--- src/rtl/timer_counter.sv ---
// Memory-mapped timer/counter: CTRL/PRESET/COUNT registers, down-counting FSM, interrupt request.
// Latency: register writes land on the next edge; Dout is combinational (zero read latency).
// Backpressure: none; a write cycle stalls the FSM and irq_flag for that cycle only.
//
// Ports:
//   clk   - system clock, rising-edge
//   reset - synchronous active-high reset
//   Addr  - word address [31:2]; only Addr[3:2] decoded (0 CTRL, 1 PRESET, 2 COUNT, 3 reserved)
//   WE    - full-word write enable, pre-qualified for this instance
//   Din   - write data
//   Dout  - read data mux
//   IRQ   - CTRL[3] (IM) & irq_flag
module timer_counter (
    input  logic        clk,
    input  logic        reset,
    input  logic [31:2] Addr,
    input  logic        WE,
    input  logic [31:0] Din,
    output logic [31:0] Dout,
    output logic        IRQ
);

    typedef enum logic [1:0] {
        S_IDLE = 2'd0,
        S_LOAD = 2'd1,
        S_CNT  = 2'd2,
        S_INT  = 2'd3
    } state_t;

    localparam logic [1:0] A_CTRL   = 2'd0;
    localparam logic [1:0] A_PRESET = 2'd1;
    localparam logic [1:0] A_COUNT  = 2'd2;

    state_t      state_q,    state_d;
    logic [3:0]  ctrl_q,     ctrl_d;
    logic [31:0] preset_q,   preset_d;
    logic [31:0] count_q,    count_d;
    logic        irq_flag_q, irq_flag_d;

    // Upper address bits belong to the bridge's range decode, not to us.
    logic unused_addr_bits;
    assign unused_addr_bits = ^Addr[31:4];

    always_comb begin
        state_d    = state_q;
        ctrl_d     = ctrl_q;
        preset_d   = preset_q;
        count_d    = count_q;
        irq_flag_d = irq_flag_q;

        if (WE) begin
            // A write cycle does the write and nothing else; the FSM resumes next cycle.
            case (Addr[3:2])
                A_CTRL:   ctrl_d   = Din[3:0];
                A_PRESET: preset_d = Din;
                default:  ;
            endcase
        end else begin
            case (state_q)
                S_IDLE: begin
                    if (ctrl_q[0]) begin
                        irq_flag_d = 1'b0;
                        state_d    = S_LOAD;
                    end
                end
                S_LOAD: begin
                    count_d = preset_q;
                    state_d = S_CNT;
                end
                S_CNT: begin
                    if (!ctrl_q[0]) begin
                        state_d = S_IDLE;
                    end else if (count_q > 32'd1) begin
                        count_d = count_q - 32'd1;
                    end else begin
                        // Covers PRESET of 0 or 1 too: never decrement below zero.
                        count_d    = 32'd0;
                        irq_flag_d = 1'b1;
                        state_d    = S_INT;
                    end
                end
                S_INT: begin
                    if (ctrl_q[2:1] == 2'b00) begin
                        // One-shot: drop enable, keep the flag until software rewrites CTRL.
                        ctrl_d[0] = 1'b0;
                    end else begin
                        // Periodic: single-cycle pulse, enable stays set so IDLE reloads.
                        irq_flag_d = 1'b0;
                    end
                    state_d = S_IDLE;
                end
                default: state_d = S_IDLE;
            endcase
        end
    end

    always_ff @(posedge clk) begin
        if (reset) begin
            state_q    <= S_IDLE;
            ctrl_q     <= 4'd0;
            preset_q   <= 32'd0;
            count_q    <= 32'd0;
            irq_flag_q <= 1'b0;
        end else begin
            state_q    <= state_d;
            ctrl_q     <= ctrl_d;
            preset_q   <= preset_d;
            count_q    <= count_d;
            irq_flag_q <= irq_flag_d;
        end
    end

    always_comb begin
        Dout = 32'd0;
        case (Addr[3:2])
            A_CTRL:   Dout = {28'd0, ctrl_q};
            A_PRESET: Dout = preset_q;
            A_COUNT:  Dout = count_q;
            default:  Dout = 32'd0;
        endcase
    end

    assign IRQ = ctrl_q[3] & irq_flag_q;

endmodule
--- config.mk ---
export PLATFORM = sky130hd
export DESIGN_NAME = timer_counter
export DESIGN_NICKNAME = d
export VERILOG_FILES = /design/src/rtl/timer_counter.sv
export SDC_FILE = /design/constraint.sdc
export NUM_CORES = 1
export LEC_CHECK = 0
export CORE_UTILIZATION = 54
export CTS_CLUSTER_DIAMETER = 200
export DETAILED_ROUTE_END_ITERATION = 12
export PLACE_DENSITY = 0.95
export RECOVER_POWER = 100
export SLEW_MARGIN = 20
export SYNTH_ARGS = -nofsm -noshare
export SYNTH_HDL_FRONTEND = slang
export SYNTH_SLANG_ARGS = --single-unit
--- constraint.sdc ---
create_clock -name clk -period 6.5 [get_ports clk]
set_input_delay 0.975 -clock clk [delete_from_list [all_inputs] [get_ports clk]]
set_output_delay 0.975 -clock clk [all_outputs]
set_load 0.02 [all_outputs]
After elaboration in Yosys (flattened, before gate mapping)
Cells that the tools add are included.

Memories kept: 0. Bits in latches: 0. Memory bits (read-only): 0. Bits of input ports: 65. Register bits: 71. Word-level logic and storage cells: 51. RAM bits: 0.

Reductions and logical operators: 13. Equal/unequal tests: 11. $add $sub $neg: 1. Mux-type cells: 17. Bitwise gates (word level): 2. $lt $le $gt $ge: 1. Div/mod/pow operators: 0. Shift operators: 0. $mul: 0.

Operators with widths (number): 32-bit case mux with 3 select lines (1); 32-bit two-way mux (2); 32-bit case mux with 2 select lines (1); 32-bit by 1-bit greater-than comparator with 1-bit output (second input constant) (1); 32-bit by 1-bit subtractor with 32-bit output (second input constant) (1); 3-bit AND reduction (3); 1-bit two-way mux (8); 2-bit inequality test (second input constant) (4); 2-bit case mux with 4 select lines (1); 2-bit equality test (second input constant) (3); 2-bit logical NOT (3); 2-bit two-way mux (3); 6-bit AND reduction (1); 2-bit nonzero test (3); 2-bit by 1-bit equality test with 1-bit output (second input constant) (2); 2-bit AND reduction (2); 3-bit inequality test (second input constant) (1); 1-bit case mux with 3 select lines (1); 3-bit nonzero test (1); 2-bit by 1-bit inequality test with 1-bit output (second input constant) (1); 1-bit bitwise AND (1); 1-bit inverter (1).

Logic depth before layout (Yosys ltp)
Depth after elaboration: 4. Mapped depth: 9. Gate-level depth less buffers: 8.

Worst setup path after synthesis
OpenSTA, ideal clock, no wires.

Path type: input to output. From: input port Addr[3] (netlist name). To: output port Dout[13]. Arrival time: 2261 ps. Cell stages on the path: 5. Path slack: 3264 ps. Path through: clkbuf_1 nor2b_1 clkbuf_1 buf_1 a22o_1.

Cells in the longest elaborated chain, start to end: 2. Elaborated cells between the ends (all ways): 4.

Ends and longest elaborated chain: from (decl) (RTL line 16) `input logic [31:2] Addr,`; 2-bit equality test, or another cell as far along (RTL line 115) `case (Addr[3:2])`; 32-bit case mux with 3 select lines (*) (RTL line 115); to (decl) (RTL line 19) `output logic [31:0] Dout,`.

Every way passes the cells marked *; elsewhere a longest branch is shown, timed or not.

Final worst setup path
From: input port Addr[3] (netlist name). To: output port Dout[16].

The elaborated chain is that of the path after synthesis.

==> results.toml <==
[cells_and_area]
multiInputGateArea_um2 = 2300
area_growth_syn_to_layout_pct = 23.2
ff_latch_area_um2 = 1420
drive_gt1_share_pct = 5.05
antenna_cells = 0
nets = 641
fillCellCount = 542

[setup_path]
worstSetupEndpointType = "output port"
worstRegToRegCells = 6
startpoint_types = "primary input"
timing.critical_path.fanout_max = 18
setup.worst_path.end = "Dout[16]"
timing.critical_path.required_ps = 5520
timing.rr.start = "count_q[21]$_SDFFE_PP0P_"
critical_path_arrival_ps = 4290
crit_path_start = "Addr[3]"
reg2reg_slack_ps = 1560
r2r-end = "count_q[6]$_SDFFE_PP0P_"
critPathKind = "primary input to output port"

[route]
detailed_route_wl_mm = 12.1
initialDrtViolationCount = 675
detail_route.wl_per_cell_um = 18.1
route.detailed.vias_per_inst = 6.46
via_count = 4330
drt-pass1-iter-count = 5
drt_drc_violations_left = 0
final_antenna_net_count = 0

[hold_path]
timing.hold.worst.class = "register to register"

[logic_synthesis]
synth_top_area_share_pct = 35.8
synth.net_count = 596
postSynthAreaPerCell_um2 = 7.57
synthMostInstantiatedCell = "nand2_1"
yosysTopAreaCell = "dfxtp_1"
synth_edf_count = 0
post_synth_instance_area_um2 = 3970
synth.distinct_cells = 52
synth_top_cells_by_area = "dfxtp_1, a21oi_1, nand2_1, a22o_1, nor2_1"
post_synth_inst_count = 524
post_synth_most_frequent_cells = "nand2_1, dfxtp_1, a21oi_1"
synth_sequential_area_ratio_pct = 35.8
synthFlopType = "dfxtp_1"
yosysWarningCount = 0
ys_async_sr_fraction_pct = 0
yosys_register_bits = 71

[die]
die_area_um2 = 7690
floorplan.initialDensity_pct = 57.1
rows = 30
fp.dieH_um = 87.7
die_x_um = 87.7
core-area_um2 = 6940
io-pin-count = 98

[global_route]
grt_pass1_vias = 4020
grt_pass1_wl_mm = 19.4
grt_usage_pct = 32.7
grt_start_max_net_pins = 69
grt_antenna_before_repair = 0
gr-total-overflow = 0

[pwr]
leak_pwr_uw = 0.00189
max-vdd-ir-drop_mv = 0.124
power-per-cell-area_nw_per_um2 = 217

[clocking]
postCtsSetupBuffers = 0
count_of_cells_resized_by_post_cts_repair = 0
cts.htree.levels = 3
clockBufferDepth = 2
cts-hold-fix-buffers = 0
cts_buffers = 9
tritoncts_num_sinks = 71
clk-insertion-delay-late_ps = 360
clk_root_buffer_cell = "clkbuf_8"
cts_clock_pin_slew_for_the_worst_setup_and_hold_paths_ps = 70
cts_tree = "done"

[sta]
finalMaxSlewViolations = 20
period_share_pct = 81.0
setup_total_negative_slack_ps = 0
clock.fmax_mhz = 190
slew-limit-headroom_pct = -58.6
grt_setup_unrepaired = "no"
final_worst_path_setup_slack_ps = 1240
clock_skew_ps = 11.1
final.min_clock_period_ps = 5260
number_of_endpoints_failing_setup_at_the_final_stage = 0
hold_viol = 0
max_slew.worst_pin.slew_ps = 2360

[run_status]
violated_checks = "capacitance limit, slew limit"
outcome = "finished, violations left"

[placement]
place_hpwl_mm = 7.84
gpl.final_weighted_congestion = 0.936
io_buffers = 69
pre_cts_slack_ps = 2110

[job]
max-cap-violations = 1
==> area by class of cell <==
type                       count  share of cell area, %
sequential                    71                   29.1
timing repair buffer          75                   14.8
inverter                      15                   1.15
clock inverter                 5                   2.64
clock buffer                  11                   2.89
tap                           96                   2.46
multi-input combinational    397                   47.0
==> per-layer routing <==
layer  wire, um  GRT usage (%)
met5          0              0
met2       5800           55.0
met4        429           14.9
met1       4830           39.8
met3       1070           7.16
==> flip-flops by register name, indices dropped and copies added, names as in the netlist <==
register,count
state_q,2
irq_flag_q,1
preset_q,32
ctrl_q,4
count_q,32
==> per-stage QoR <==
| step | power, uW | cell area, um2 | hold WS [ps] | utilization, % | std cells |
|---|---|---|---|---|---|
| finish | 1060 | 4890 | 474 | 70.4 | 670 |
| global route | 1090 | 4890 | 498 | 70.4 | 670 |
| CTS | 1060 | 4920 | 476 | 70.9 | 670 |
| detailed placement | 584 | 4650 | 466 | 67.0 | 654 |
| global placement | 580 | 4650 | 456 | 67.0 | 654 |
| floorplan | 534 | 3970 | 444 | - | 524 |
==> how the worst min path moves through the flow <==
stage / cells after the start / to / startpoint
floorplan: 2 / preset_q[11]$_SDFFE_PP0P_ / preset_q[11]$_SDFFE_PP0P_
global placement: 2 / preset_q[28]$_SDFFE_PP0P_ / preset_q[28]$_SDFFE_PP0P_
detailed placement: 2 / preset_q[3]$_SDFFE_PP0P_ / preset_q[3]$_SDFFE_PP0P_
CTS: 2 / preset_q[26]$_SDFFE_PP0P_ / preset_q[26]$_SDFFE_PP0P_
global route: 2 / preset_q[26]$_SDFFE_PP0P_ / preset_q[26]$_SDFFE_PP0P_
finish: 2 / preset_q[26]$_SDFFE_PP0P_ / preset_q[26]$_SDFFE_PP0P_
==> kinds of logic (layout without fill, tap and decap cells) <==
kind of cell	count (synthesis)	after routing	synth area share (%)
buffers and inverters	56	106	5.71
multiplexers	12	12	3.09
AO/OA/AOI/OAI	169	169	27.8
AND/OR/NAND/NOR	209	209	25.4
flip-flops	71	71	35.8
adder cells (fa/ha/maj)	7	7	2.21
==> power by group <==
| part | leakage (uW) | switching (uW) | internal (uW) |
|---|---|---|---|
| combinational | 0.00119 | 73.9 | 48.5 |
| sequential | 0.000575 | 8.75 | 444 |
| clock | 0.000134 | 180 | 305 |
| total | 0.00189 | 262 | 798 |
==> critical path, stage by stage <==
cell and delay (ps):
dlygate4sd3_1 690, nor2b_1 920, clkbuf_1 730, a22o_1 280
dlygate4sd3_1 680
==> cell usage in the layout (no fill, tap or decap), drive strengths merged, types with 15 or more instances in the layout <==
master,netlist,final
a21oi,66,66
a22o,28,28
clkdlybuf4s50,0,34
dfxtp,71,71
dlygate4sd3,0,34
inv,15,15
nand2,86,86
nor2,36,36
nor3,20,20
o21ai,27,27
Power figures use the tool's default switching activity.
